$ cat config.mk
export PLATFORM = sky130hd
export DESIGN_NAME = output_port_arbiter
export DESIGN_NICKNAME = d
export VERILOG_FILES = /design/src/rtl/output_port_arbiter_pkg.sv /design/src/rtl/output_port_arbiter_rr_arbiter.sv /design/src/rtl/output_port_arbiter.sv
export SDC_FILE = /design/constraint.sdc
export NUM_CORES = 1
export LEC_CHECK = 0
export ABC_AREA = 1
export ABC_CLOCK_PERIOD_IN_PS = 2560
export BUFFER_PORTS_ARGS = -buffer_cell sky130_fd_sc_hd__buf_2
export CORE_MARGIN = 5
export CORE_UTILIZATION = 54
export CTS_CLUSTER_SIZE = 40
export DETAILED_ROUTE_END_ITERATION = 8
export PLACE_DENSITY = 0.84
export SLEW_MARGIN = 15
export SYNTH_ARGS = -nofsm -noshare
export SYNTH_HDL_FRONTEND = slang
export SYNTH_SLANG_ARGS = --single-unit
$ cat constraint.sdc
create_clock -name clk1 -period 2.56 [get_ports clk1]
set_input_delay 0.512 -clock clk1 [delete_from_list [all_inputs] [get_ports clk1]]
set_output_delay 0.512 -clock clk1 [all_outputs]
set_load 0.05 [all_outputs]
$ cat src/rtl/output_port_arbiter_pkg.sv
// Shared router constants: arbiter FSM encoding and packet header layout.
// The receiver's size arithmetic must use pkt_len() so both ends agree on L.
package output_port_arbiter_pkg;

    typedef enum logic {
        IDLE = 1'b0,
        SEND = 1'b1
    } state_t;

    localparam int OFF_SRC  = 0;
    localparam int OFF_DST  = OFF_SRC + 1;
    localparam int OFF_SIZE = OFF_DST + 1;
    localparam int PKT_OVH  = 4;
    localparam int SIZE_W   = 3;

    // Total packet length: SRC, DST, SIZE, CRC plus SIZE[2:0] data bytes.
    function automatic int pkt_len(input logic [SIZE_W-1:0] size);
        return int'(size) + PKT_OVH;
    endfunction

endpackage

$ cat src/rtl/output_port_arbiter_rr_arbiter.sv
// Combinational round-robin pick: first set request scanning upward from ptr, with wrap.
// The pointer register lives in the parent so it only advances on packet completion.
module rr_arbiter #(
    parameter int N_REQ = 3,
    parameter int IDX_W = 2
) (
    input  logic [N_REQ-1:0] req,
    input  logic [IDX_W-1:0] ptr,
    output logic [N_REQ-1:0] grant
);

    // Scan from farthest to nearest offset so the nearest requester overwrites last.
    always_comb begin
        logic [IDX_W-1:0] idx;
        grant = '0;
        idx   = '0;
        for (int k = N_REQ - 1; k >= 0; k--) begin
            idx = IDX_W'((int'(ptr) + k) % N_REQ);
            if (req[idx]) begin
                grant      = '0;
                grant[idx] = 1'b1;
            end
        end
    end

endmodule

$ cat src/rtl/output_port_arbiter.sv
// Output link arbiter: grants one packet buffer at a time (packet-granular round-robin),
// streams its packet out byte-by-byte under downstream stall, and pulses release on the CRC.
module output_port_arbiter
    import output_port_arbiter_pkg::*;
#(
    parameter int N_REQ  = 3,
    parameter int PTR_SZ = 4,
    parameter int UWIDTH = 8
) (
    input  logic                    clk1,
    input  logic                    rst,
    input  logic [N_REQ-1:0]        req_i,
    input  logic [N_REQ*UWIDTH-1:0] rdata_i,
    input  logic                    stop_i,
    output logic [PTR_SZ-1:0]       raddr_o,
    output logic [N_REQ-1:0]        grant_o,
    output logic [N_REQ-1:0]        release_o,
    output logic [UWIDTH-1:0]       pdata_o,
    output logic                    packet_valid_o
);

    localparam int IDX_W = (N_REQ > 1) ? $clog2(N_REQ) : 1;

    state_t            state_q, state_nx;
    logic [IDX_W-1:0]  ptr_q, ptr_nx, ptr_after;
    logic [PTR_SZ-1:0] len_q, len_nx, raddr_nx;
    logic [N_REQ-1:0]  grant_nx, release_nx, pick;
    logic [UWIDTH-1:0] rdata_g, pdata_nx;
    logic              valid_nx, last_byte;

    rr_arbiter #(
        .N_REQ (N_REQ),
        .IDX_W (IDX_W)
    ) u_rr (
        .req   (req_i),
        .ptr   (ptr_q),
        .grant (pick)
    );

    // Grant is one-hot, so an AND-OR mux selects the owning buffer's byte.
    always_comb begin
        rdata_g = '0;
        for (int i = 0; i < N_REQ; i++) begin
            if (grant_o[i]) begin
                rdata_g = rdata_g | rdata_i[i*UWIDTH +: UWIDTH];
            end
        end
    end

    always_comb begin
        ptr_after = ptr_q;
        for (int i = 0; i < N_REQ; i++) begin
            if (grant_o[i]) begin
                ptr_after = (i == N_REQ - 1) ? '0 : IDX_W'(i + 1);
            end
        end
    end

    // Length is only meaningful after the SIZE byte, hence the lower bound on raddr.
    assign last_byte = (raddr_o >= PTR_SZ'(PKT_OVH - 1)) &&
                       (raddr_o == len_q - PTR_SZ'(1));

    always_comb begin
        state_nx   = state_q;
        grant_nx   = grant_o;
        raddr_nx   = raddr_o;
        len_nx     = len_q;
        ptr_nx     = ptr_q;
        pdata_nx   = pdata_o;
        valid_nx   = 1'b0;
        release_nx = '0;
        case (state_q)
            IDLE: begin
                grant_nx = '0;
                raddr_nx = '0;
                if (!stop_i && (|req_i)) begin
                    grant_nx = pick;
                    state_nx = SEND;
                end
            end
            SEND: begin
                if (!stop_i) begin
                    pdata_nx = rdata_g;
                    valid_nx = 1'b1;
                    raddr_nx = raddr_o + PTR_SZ'(1);
                    if (raddr_o == PTR_SZ'(OFF_SIZE)) begin
                        len_nx = PTR_SZ'(pkt_len(rdata_g[SIZE_W-1:0]));
                    end
                    if (last_byte) begin
                        release_nx = grant_o;
                        ptr_nx     = ptr_after;
                        grant_nx   = '0;
                        raddr_nx   = '0;
                        state_nx   = IDLE;
                    end
                end
            end
            default: state_nx = IDLE;
        endcase
    end

    always_ff @(posedge clk1 or negedge rst) begin
        if (!rst) begin
            state_q        <= IDLE;
            ptr_q          <= '0;
            len_q          <= '0;
            raddr_o        <= '0;
            grant_o        <= '0;
            release_o      <= '0;
            pdata_o        <= '0;
            packet_valid_o <= 1'b0;
        end else begin
            state_q        <= state_nx;
            ptr_q          <= ptr_nx;
            len_q          <= len_nx;
            raddr_o        <= raddr_nx;
            grant_o        <= grant_nx;
            release_o      <= release_nx;
            pdata_o        <= pdata_nx;
            packet_valid_o <= valid_nx;
        end
    end

    a_grant_onehot: assert property (@(posedge clk1) disable iff (!rst) $onehot0(grant_o));
    a_release_onehot: assert property (@(posedge clk1) disable iff (!rst) $onehot0(release_o));

endmodule

==> impl_metrics.yaml <==
setup_path:
  critPathArrivalTime_ns: 1.31
  origin_of_the_critical_flop_to_flop_path: "ptr_q[1]"
  critical-path-top-delay-family: "flip-flops"
  type_of_destination_of_the_critical_path: "output pin"
  timing.critical_path.to: "grant_o[0]"
  reg2reg_slack_ns: 0.98
  path_depth_of_the_worst_reg2reg_path: 10
  worst-path-stages: 1
  worstSetupStartpoint: "grant_o[0]"
  setup.worst_path.class: "register to output pin"
  top_fanout_value_on_the_critical_path: 12
  crit_path_cells: "buf_2"
  required_time_reported_for_the_critical_path_endpoint_ns: 2.05
  startpoint_type: "register"
  rr_endpoint: "grant_o[1]"
  crit_slowest_cell: "sky130_fd_sc_hd__dfrtp_1"
  timing.critical_path.slowest_cell_delay_ns: 0.64
  worstPathBufferInverterCount: 1
sta:
  grt_setup_unrepaired: "false"
  slew_violations: 0
  max_clock_freq_mhz: 549.4
  min_period_over_period: 0.7110
  final-setup-viol-count: 0
  worst_slew_pin_slew_ns: 0.5618
  setup_tns_ns: 0
  hold_slack_ns: 0.1473
  final_hold_viol_count: 0
  timing.max_slew.rel_slack: 0.6255
  final.min_clock_period_ns: 1.820
  skew_ns: 0.01176
job:
  cap_viol_max_count: 0
logic_synthesis:
  postSynthRegisterBits: 26
  synthesis.instances: 214
  synthesis.nets: 250
  synth_seq_area_share: 0.4160
  synth_top_cell_area_share: 0.4160
  yosys_top_cell_by_area: "sky130_fd_sc_hd__dfrtp_1"
  ys.warnings.count: 0
  count_of_distinct_cell_types_in_the_synthesized_netlist: 24
  yosys-top-cells-area: "sky130_fd_sc_hd__dfrtp_1 (42%), sky130_fd_sc_hd__nand2_1 (16%), sky130_fd_sc_hd__nand3_1 (6.7%)"
  synth.cell_area_mm2: 0.001564
  postSynthAreaPerCell_um2: 7.308
global_routing:
  grt_overflow_total: 0
  first_pass_grt_wire_length_mm: 6.382
  via_count_of_the_first_global_routing_pass: 1489
  largest_net_degree_at_the_start_of_global_routing: 27
  overall_track_demand_over_capacity_in_global_routing: 0.1917
  grt_antenna_before_repair: 0
place:
  finalWeightedCongestion: 0.9043
  port_buffers: 48
  dp_hpwl_mm: 2.967
floorplan:
  num_rows: 19
  floorplan.die.width_um: 63.82
  start_util: 0.5672
  io-pin-count: 49
  die_y_um: 63.82
  core_area_mm2: 0.002758
  area_of_the_die_mm2: 0.004072
drt:
  wire_per_inst_um: 12.82
  detailedRoute.firstPassIterationCount: 4
  wirelength_mm: 3.757
  detail_route.drc_violations: 0
  avgViaCountPerCell: 5.065
  detail_route.iter0.violations: 110
  drtAntennaViolNets: 0
  vias: 1484
clock_tree:
  worst_skew_pair.late_latency_ns: 0.33
  cts-buffers-inserted: 3
  cts_sinks: 26
  cts_root_buf: "sky130_fd_sc_hd__clkbuf_4"
  ctsLongestPathBuffers: 2
  clkSlewWorstSetupHoldPaths_ns: 0.15
  postCtsSetupRepairBufs: 0
  cts_hold_buf: 0
  ctsHtreeMaxLevel: 1
  post_cts.resized_instances: 0
  clock_tree_from_tritoncts: "done"
final_layout:
  most_common_library_cell_in_the_layout_ignoring_fill_and_taps: "sky130_fd_sc_hd__nand2_1"
  share_of_layout_cells_above_drive_strength_1: 0.2519
  synthToLayoutAreaGrowth_pct: 19.92
  n_fill_cell: 248
  finish.net_count: 299
  antenna_cells_inserted: 0
  final_cell_mix: "sky130_fd_sc_hd__nand2_1 (66), sky130_fd_sc_hd__buf_2 (48), sky130_fd_sc_hd__inv_1 (27)"
pwr:
  power.density_cell_area_mw_per_mm2: 1286
  max_ir_drop_vdd_mv: 0.9454
  power.static_leakage_uw: 0.001049
outcome:
  run_status: "completed"
hold_path:
  hold_path_class: "input pin to async pin"
-- Yosys cell counts --
| cell type | count |
|---|---|
| sky130_fd_sc_hd__nor2_8 | 1 |
| sky130_fd_sc_hd__a21oi_2 | 1 |
| sky130_fd_sc_hd__dfrtp_1 | 26 |
| sky130_fd_sc_hd__nand3_2 | 3 |
| sky130_fd_sc_hd__nand3_1 | 21 |
| sky130_fd_sc_hd__clkbuf_1 | 2 |
| sky130_fd_sc_hd__o21ai_0 | 9 |
| sky130_fd_sc_hd__inv_4 | 1 |
| sky130_fd_sc_hd__buf_2 | 1 |
| sky130_fd_sc_hd__nor2_1 | 21 |
| sky130_fd_sc_hd__or2_1 | 1 |
| sky130_fd_sc_hd__inv_1 | 27 |
| sky130_fd_sc_hd__nand2_2 | 4 |
| sky130_fd_sc_hd__buf_4 | 1 |
| sky130_fd_sc_hd__nor2_4 | 2 |
| sky130_fd_sc_hd__a31oi_1 | 5 |
| sky130_fd_sc_hd__xor2_1 | 2 |
| sky130_fd_sc_hd__a21oi_1 | 8 |
| sky130_fd_sc_hd__inv_2 | 2 |
| sky130_fd_sc_hd__ha_1 | 6 |
| sky130_fd_sc_hd__o21a_1 | 1 |
| sky130_fd_sc_hd__o21ai_1 | 2 |
| sky130_fd_sc_hd__nor3b_1 | 1 |
| sky130_fd_sc_hd__nand2_1 | 66 |
-- through the flow --
stage	setup slack (ns)	power, uW	utilization	std cells	area, um2
global route	0.6722	2634	0.6801	293	1876
CTS	0.7271	2424	0.6801	293	1876
global placement	1.048	2096	0.6611	289	1823
detailed placement	0.9941	2138	0.6611	289	1823
floorplan	0.9326	1812	-	214	1564
finish	0.7399	2413	0.6801	293	1876
-- layer usage --
metal | up-vias | part of all wire | GRT usage
met4 | 0 | 0.017 | 0.08312
met1 | 673 | 0.40 | 0.2254
li1 | 768 | - | -
met3 | 5 | 0.048 | 0.02277
met5 | - | 0 | 0
met2 | 38 | 0.53 | 0.3467
-- worst min-delay path by stage --
stage / to / slack, ns / cells past startpoint
after floorplan: grant_o[0] / 0.22 / 0
after global placement: pdata_o[0] / 0.46 / 2
after detailed placement: pdata_o[0] / 0.46 / 2
after CTS: len_q[3] / 0.17 / 1
after global routing: len_q[3] / 0.19 / 1
final: pdata_o[0] / 0.15 / 1
-- layout make-up --
cell class / instances / area (um2) / area share
inverter: 30 / 115.1 / 0.06137
timing repair buffer: 48 / 240.2 / 0.1281
tap: 31 / 38.79 / 0.02068
clock inverter: 1 / 30.03 / 0.01601
sequential: 26 / 650.6 / 0.3469
multi-input combinational: 154 / 778.2 / 0.4149
clock buffer: 3 / 22.52 / 0.01201
-- state kept, by name, summed over array words and instances, names as in the netlist --
signal / count
packet_valid_o: 1
raddr_o: 4
grant_o: 3
len_q: 4
pdata_o: 8
release_o: 3
state_q: 1
ptr_q: 2
-- power by group --
part / internal [uW] / switching (uW) / total [uW]
Sequential: 568 / 177 / 745
Combinational: 396 / 987 / 1380
Clock: 159 / 126 / 285
-- cell families after synthesis --
kind of cell / after synthesis / synth area share
AO/OA/AOI/OAI: 26 / 0.09120
XOR/XNOR: 2 / 0.01120
adder cells (fa/ha/maj): 6 / 0.04800
buffers and inverters: 34 / 0.08641
flip-flops: 26 / 0.4160
AND/OR/NAND/NOR: 120 / 0.3472
Note: power is estimated with default switching activity, not from simulation.
